$ cat src/rtl/vga_timing_pkg.sv
// Default 640x480@60 raster timing constants and shared helpers for the VGA timing path.
package vga_timing_pkg;

  localparam int unsigned DEF_H_VISIBLE = 640;
  localparam int unsigned DEF_H_FRONT   = 16;
  localparam int unsigned DEF_H_SYNC    = 96;
  localparam int unsigned DEF_H_BACK    = 48;
  localparam int unsigned DEF_H_TOTAL   = DEF_H_VISIBLE + DEF_H_FRONT + DEF_H_SYNC + DEF_H_BACK;

  localparam int unsigned DEF_V_VISIBLE = 480;
  localparam int unsigned DEF_V_FRONT   = 10;
  localparam int unsigned DEF_V_SYNC    = 2;
  localparam int unsigned DEF_V_BACK    = 33;
  localparam int unsigned DEF_V_TOTAL   = DEF_V_VISIBLE + DEF_V_FRONT + DEF_V_SYNC + DEF_V_BACK;

  function automatic logic is_in_range(input int unsigned value,
                                       input int unsigned lo,
                                       input int unsigned hi_exclusive);
    return (value >= lo) && (value < hi_exclusive);
  endfunction

endpackage

$ cat src/rtl/vga_axis_counter.sv
// Enabled wrap counter over 0..MAX-1 with a combinational terminal-count flag.
module vga_axis_counter #(
  parameter int unsigned MAX = 800
) (
  input  logic clk,
  input  logic reset,
  input  logic enable,
  output int   count,
  output logic terminal
);

  assign terminal = (count == MAX - 1);

  always_ff @(posedge clk) begin
    if (reset) begin
      count <= 0;
    end else if (enable) begin
      count <= terminal ? 0 : count + 1;
    end
  end

endmodule

$ cat src/rtl/vga_timing_generator.sv
// Raster scan position, display enable and sync for the VGA output path.
// Optional VGA_TIMING_SYNC_DELAY_EN delays hsync/vsync by SYNC_DELAY enabled ticks.
module vga_timing_generator
  import vga_timing_pkg::*;
#(
  parameter int unsigned H_VISIBLE       = DEF_H_VISIBLE,
  parameter int unsigned H_FRONT         = DEF_H_FRONT,
  parameter int unsigned H_SYNC          = DEF_H_SYNC,
  parameter int unsigned H_BACK          = DEF_H_BACK,
  parameter int unsigned V_VISIBLE       = DEF_V_VISIBLE,
  parameter int unsigned V_FRONT         = DEF_V_FRONT,
  parameter int unsigned V_SYNC          = DEF_V_SYNC,
  parameter int unsigned V_BACK          = DEF_V_BACK,
  parameter int unsigned SYNC_ACTIVE_LOW = 1,
  parameter int unsigned SYNC_DELAY      = 2
) (
  input  logic vga_clock,
  input  logic reset,
  input  logic pixel_enable,
  output logic hsync,
  output logic vsync,
  output int   row,
  output int   column,
  output logic display_enable,
  output logic line_start,
  output logic frame_start
);

  localparam int unsigned H_TOTAL = H_VISIBLE + H_FRONT + H_SYNC + H_BACK;
  localparam int unsigned V_TOTAL = V_VISIBLE + V_FRONT + V_SYNC + V_BACK;
  localparam int unsigned HS_LO   = H_VISIBLE + H_FRONT;
  localparam int unsigned HS_HI   = HS_LO + H_SYNC;
  localparam int unsigned VS_LO   = V_VISIBLE + V_FRONT;
  localparam int unsigned VS_HI   = VS_LO + V_SYNC;
  localparam logic        SYNC_ON  = (SYNC_ACTIVE_LOW != 0) ? 1'b0 : 1'b1;
  localparam logic        SYNC_OFF = ~SYNC_ON;

`ifdef VGA_TIMING_SYNC_DELAY_EN
  localparam int unsigned SYNC_STAGES = SYNC_DELAY;
`else
  localparam int unsigned SYNC_STAGES = 0;
`endif

  int   h_cnt;
  int   v_cnt;
  logic h_term;
  logic v_term_unused;
  logic v_enable;
  logic hsync_base;
  logic vsync_base;

  assign v_enable = pixel_enable & h_term;

  vga_axis_counter #(
    .MAX(H_TOTAL)
  ) u_h_counter (
    .clk      (vga_clock),
    .reset    (reset),
    .enable   (pixel_enable),
    .count    (h_cnt),
    .terminal (h_term)
  );

  vga_axis_counter #(
    .MAX(V_TOTAL)
  ) u_v_counter (
    .clk      (vga_clock),
    .reset    (reset),
    .enable   (v_enable),
    .count    (v_cnt),
    .terminal (v_term_unused)
  );

  // Outputs reflect the pre-increment counters, so they lag the counters by one enabled tick.
  always_ff @(posedge vga_clock) begin
    if (reset) begin
      column         <= 0;
      row            <= 0;
      display_enable <= 1'b0;
      line_start     <= 1'b0;
      frame_start    <= 1'b0;
      hsync_base     <= SYNC_OFF;
      vsync_base     <= SYNC_OFF;
    end else if (pixel_enable) begin
      column         <= h_cnt;
      row            <= v_cnt;
      display_enable <= (h_cnt < H_VISIBLE) && (v_cnt < V_VISIBLE);
      line_start     <= (h_cnt == 0);
      frame_start    <= (h_cnt == 0) && (v_cnt == 0);
      hsync_base     <= is_in_range(h_cnt, HS_LO, HS_HI) ? SYNC_ON : SYNC_OFF;
      vsync_base     <= is_in_range(v_cnt, VS_LO, VS_HI) ? SYNC_ON : SYNC_OFF;
    end else begin
      line_start     <= 1'b0;
      frame_start    <= 1'b0;
    end
  end

  generate
    if (SYNC_STAGES == 0) begin : g_sync_direct
      assign hsync = hsync_base;
      assign vsync = vsync_base;
    end else begin : g_sync_delay
      logic [SYNC_STAGES-1:0] hs_pipe;
      logic [SYNC_STAGES-1:0] vs_pipe;
      logic [SYNC_STAGES:0]   hs_chain;
      logic [SYNC_STAGES:0]   vs_chain;

      // Chain bit 0 is the undelayed sync; the top bit is the oldest stage.
      assign hs_chain = {hs_pipe, hsync_base};
      assign vs_chain = {vs_pipe, vsync_base};

      always_ff @(posedge vga_clock) begin
        if (reset) begin
          hs_pipe <= {SYNC_STAGES{SYNC_OFF}};
          vs_pipe <= {SYNC_STAGES{SYNC_OFF}};
        end else if (pixel_enable) begin
          hs_pipe <= hs_chain[SYNC_STAGES-1:0];
          vs_pipe <= vs_chain[SYNC_STAGES-1:0];
        end
      end

      assign hsync = hs_chain[SYNC_STAGES];
      assign vsync = vs_chain[SYNC_STAGES];
    end
  endgenerate

endmodule

$ cat config.mk
export PLATFORM = sky130hd
export DESIGN_NAME = vga_timing_generator
export DESIGN_NICKNAME = d
export VERILOG_FILES = /design/src/rtl/vga_timing_pkg.sv /design/src/rtl/vga_axis_counter.sv /design/src/rtl/vga_timing_generator.sv
export SDC_FILE = /design/constraint.sdc
export NUM_CORES = 1
export LEC_CHECK = 0
export ABC_CLOCK_PERIOD_IN_PS = 7200
export CELL_PAD_IN_SITES_DETAIL_PLACEMENT = 2
export CELL_PAD_IN_SITES_GLOBAL_PLACEMENT = 2
export CORE_UTILIZATION = 38
export CTS_BUF_LIST = sky130_fd_sc_hd__clkbuf_2 sky130_fd_sc_hd__clkbuf_4 sky130_fd_sc_hd__clkbuf_8
export DETAILED_ROUTE_END_ITERATION = 6
export PLACE_DENSITY = 0.91
export SLEW_MARGIN = 20
export SYNTH_ARGS = -nofsm -noshare
export SYNTH_HDL_FRONTEND = slang
export SYNTH_SLANG_ARGS = --single-unit
export TNS_END_PERCENT = 10
$ cat constraint.sdc
create_clock -name vga_clock -period 7.2 [get_ports vga_clock]
set_clock_uncertainty 0.1 [all_clocks]
set_input_delay 2.16 -clock vga_clock [delete_from_list [all_inputs] [get_ports vga_clock]]
set_output_delay 2.16 -clock vga_clock [all_outputs]
set_load 0.05 [all_outputs]
After elaboration in Yosys (flattened, before gate mapping)
Cells that the tools add are included.
- add/subtract/negate cells: 2
- multiply operators: 0
- div/mod/pow operators: 0
- magnitude comparators: 6
- equality and inequality tests: 2
- shift-type cells: 0
- multiplexer cells: 4
- bitwise gates (word level): 2
- reductions and logical operators: 7
- operator list (kind ; count):
    $add 32x2->32 const B ; 2
    $eq 32x10->1 const B ; 2
    $logic_not 32->1 ; 2
    $lt 32x10->1 const B ; 2
    $lt 32x9->1 const B ; 2
    $mux 32 ; 2
    $ge 32x10->1 const B ; 1
    $ge 32x9->1 const B ; 1
    $logic_and 1x1->1 ; 4
    $mux 1 ; 2
    $reduce_or 2->1 ; 1
    $and 1x1->1 ; 1
    $not 1->1 ; 1
- bits in registers: 133
- bits in latches: 0
- bits in writable memories: 0
- bits in read-only memories: 0
- output and inout bits: 69
- memories: 0

Longest topological paths before layout
- depth after elaboration: 3
- gate-level depth with buffers: 10
- depth with buffers taken out: 7

Hierarchy
A second synthesis with hierarchy kept.
- cell total of the unflattened synthesis: 639
- area, all modules: 5849.4 um2
- by module, submodules not included (module ; instances ; cells an instance ; area an instance (um2) ; sequential area each (um2)):
    vga_timing_generator ; 1 ; 262 ; 2656.3 ; 1381.3
    vga_axis_counter at u_h_counter ; 1 ; 191 ; 1622.8 ; 640.6
    vga_axis_counter at u_v_counter ; 1 ; 186 ; 1570.3 ; 640.6

Least setup slack after synthesis
Ideal clock, no wire load.
- path type: input to register
- start: in pixel_enable
- end: reg u_v_counter.count[30] (netlist bit)
- setup time: 67 ps
- arrival time: 3937 ps
- slack: 3096 ps
- stages on the path: 6
- path through: buf_2 nand4_1 or4_1 or4_4 or4_4 a21oi_2
- cells in the longest elaborated chain, start to end: 1
- RTL lines (item ; line ; source):
    from (decl) ; vga_timing_generator.sv:19 ; input logic pixel_enable,
    $and 1x1->1 ; vga_timing_generator.sv:52 ; assign v_enable = pixel_enable & h_term;
    to (signal assigned) ; vga_axis_counter.sv:18 ; count <= terminal ? 0 : count + 1;
    to (decl) ; vga_axis_counter.sv:8 ; output int count,
No other way between the ends.
A chain may end at the register's enable or synchronous reset.

Worst setup path after layout
- start: in pixel_enable
- end: reg u_v_counter.count[17] (netlist bit)
The elaborated chain is that of the path after synthesis.

==> results.yml <==
layout:
  antennaDiodeCount: 0
  layout_area_overhead_pct: 20.4
  multi_input_comb_area_mm2: 0.00289
  nets: 703
  finish.instance_area_mm2: 0.00696
  drive_gt1_share_pct: 6.66
  fillers: 1562
  most-common-layout-cells: "dfxtp_1, nor2_1, clkdlybuf4s50_1"
  layout.area.seq_mm2: 0.00266
  layout_commonest_cell: "dfxtp_1"
clocking:
  clock_sink_count: 133
  bufs_on_longest_clock_path: 2
  cts_inserted_buffers: 17
  tritoncts: "built"
  post-cts-setup-buffers: 0
  clock_tree.htree_level_count: 4
  cts_resized: 0
  cts_hold_buffers: 0
  root_buffer: "clkbuf_8"
  worstSkewPairLatency_ps: 470
  clk_pin_slew_ps: 70
timing:
  finalHoldViolCount: 0
  tightestPinTransition_ps: 1000
  fin_worst_hold_slack_ps: 398
  layout_worst_path_cycle_share_pct: 60.2
  timing.final.max_slew_violations: 0
  finalSetupTns_ps: 0
  post-route-min-period_ps: 4330
  fmax_mhz: 231
  setup_violations: 0
  rsz0062_at_grt: "no"
  slew-limit-headroom_pct: 33.1
worst_setup_path:
  crit_slowest_cell: "or3_1"
  cp_slowest_stage_delay_ps: 730
  cp-start-kind: "primary input"
  cp_max_fo: 21
  crit_path_end_kind: "flip-flop"
  critical_path.startpoint: "pixel_enable"
  timing.critical_path.required_ps: 7490
  worstPathCellList: "buf_4 > and4_1 > nand2b_1 > or3_1 > or4_1 > a21oi_1"
  worst-setup-path-type: "in2reg"
  critical_path_arrival_ps: 4620
  crit-reg2reg-launch: "u_h_counter.count[12]"
synthesis:
  yosys_register_bits: 133
  mapped_cell_area_mm2: 0.00579
  yosysSeqAreaShare_pct: 46.0
  yosys_most_used_dff: "dfxtp_1"
  synth_top_family_by_area: "simple AND/OR/NAND/NOR gates"
  synth-edff-count: 0
  synth_mux_area_share_pct: 11.3
  synth-async-reset-ratio_pct: 0
  synth_nets: 656
  synthesis.area_per_instance_um2: 8.91
  synthesis.yosys.warnings: 0
  post_synth_main_area_contributors: "dfxtp_1, mux2i_1, nor2_1, xnor2_1, a21oi_1"
  syn-instance-count: 649
  synth.distinct_cells: 37
  post_synth_and_or_nand_nor_area_fraction_pct: 26.8
  synth_top_area_cell: "dfxtp_1"
  synth_compound_area_share_pct: 5.82
  yosys.area_share.xor_xnor_pct: 5.00
  yosys.area.top_type_share_pct: 46.0
  synth_adder_area_share_pct: 0.865
detailed_routing:
  avgRoutedWirePerCell_um: 21.1
  detail_route.drc_violations: 2
  dr_total_vias: 5082
  drt_pass1_iterations: 7
  vias_per_cell: 5.71
  first_iter_violations: 283
  wl_mm: 18.8
  ant_nets: 0
grt:
  grt_remaining_overflow: 0
  grt_pass1_vias: 5712
  grt_start_max_net_pins: 63
  global_route_wire_length_before_repair_mm: 30.8
  grt_antenna_before_repair: 0
  total_routing_resource_utilization_after_global_routing_pct: 25.4
die:
  die-width_um: 125
  die_h_um: 125
  ioPinCount: 72
  floorplan.initialDensity_pct: 39.4
  row_count: 44
  die_area_mm2: 0.0157
  core_region_area_mm2: 0.0147
flow_run:
  maxCapViolCount: 0
placed_design:
  gpl.final_weighted_congestion: 0.823
  placed_cell_area_mm2: 0.00655
  dpl.hpwl_mm: 12.4
  io_buffers: 71
outcome:
  failed_checks: "design-rule violations"
  run_status: "complete, but fails checks"
power_and_ir_drop:
  cellLeakagePower_uw: 0.00252
  vdd_drop_max_mv: 0.137
  power.density_mw_per_mm2: 209
hold_path:
  start_point_of_the_worst_hold_path: "column[7]"
  hold_path_class: "reg2reg"
[power breakdown]
part           switching [uW]  internal, uW  leakage, uW
combinational            35.0          15.3      0.00123
sequential               2.34           738      0.00107
clock                     294           375     0.000214
total                     331          1130      0.00252
[logic make-up after synthesis]
kind of cell               after synthesis
adders and majority gates                4
buffers and inverters                   58
and+or+nand+nor                        295
muxes                                   65
AOI/OAI and AO/OA                       61
DFF                                    133
xor gates and xnor gates                33
[metal layers]
| metal | share of wire [%] | GRT usage (%) |
|---|---|---|
| met2 | 52 | 45.4 |
| met5 | 0 | 0 |
| met4 | 2.6 | 11.5 |
| met3 | 3.7 | 6.63 |
| met1 | 42 | 28.1 |
[flip-flops by register name, summed over array words and instances, names as in the netlist]
| register | flops |
|---|---|
| column | 32 |
| u_v_counter.count | 32 |
| vsync | 1 |
| frame_start | 1 |
| u_h_counter.count | 32 |
| hsync | 1 |
| row | 32 |
| line_start | 1 |
| display_enable | 1 |
[path summary, 6_finish.rpt]
| kind | end | slack [ps] | depth (start not counted) |
|---|---|---|---|
| worst max-delay path | u_v_counter.count[17] | 2870 | 6 |
| worst min-delay path | column[7] | 400 | 2 |
| worst max register to register | u_v_counter.count[17] | 3750 | 5 |
| worst min register to register | column[7] | 400 | 2 |
[worst max-delay path: cells and delay by family]
family | cells | cell delay [ps]
AOI/OAI and AO/OA | 1 | 170
buffers and inverters | 1 | 270
and+or+nand+nor | 4 | 2010
[cells in the mapped netlist, types with 9 or more instances]
cell type  instances
clkbuf_1          33
nand3_1           27
and3_1             9
nand4_1           19
or3_1             20
xnor2_1           28
dfxtp_1          133
nor2_1           108
nor3_1            16
mux2i_1           64
nand2_1           27
inv_1             11
nor4_1            24
or4_1             12
and4_1            12
buf_2             11
o21ai_0           19
a21oi_1           31
o31ai_1            9
[cell type report]
type	count	area share, %
clock buffer	26	4.96
clock inverter	3	0.934
inverter	11	0.593
multi-input combinational	458	41.4
sequential	133	38.2
tap	184	3.31
timing repair buffer	75	10.5
[metrics by stage]
stage / setup WS, ps / utilization, % / total power (uW) / instances
final: 2870 / 47.4 / 1460 / 890
after global routing: 2750 / 47.4 / 1500 / 890
after CTS: 2890 / 47.4 / 1470 / 890
after detailed placement: 2450 / 44.6 / 807 / 861
after global placement: 2610 / 44.6 / 804 / 861
after floorplan: 3100 / - / 793 / 649
Note: power is estimated with default switching activity, not from simulation.
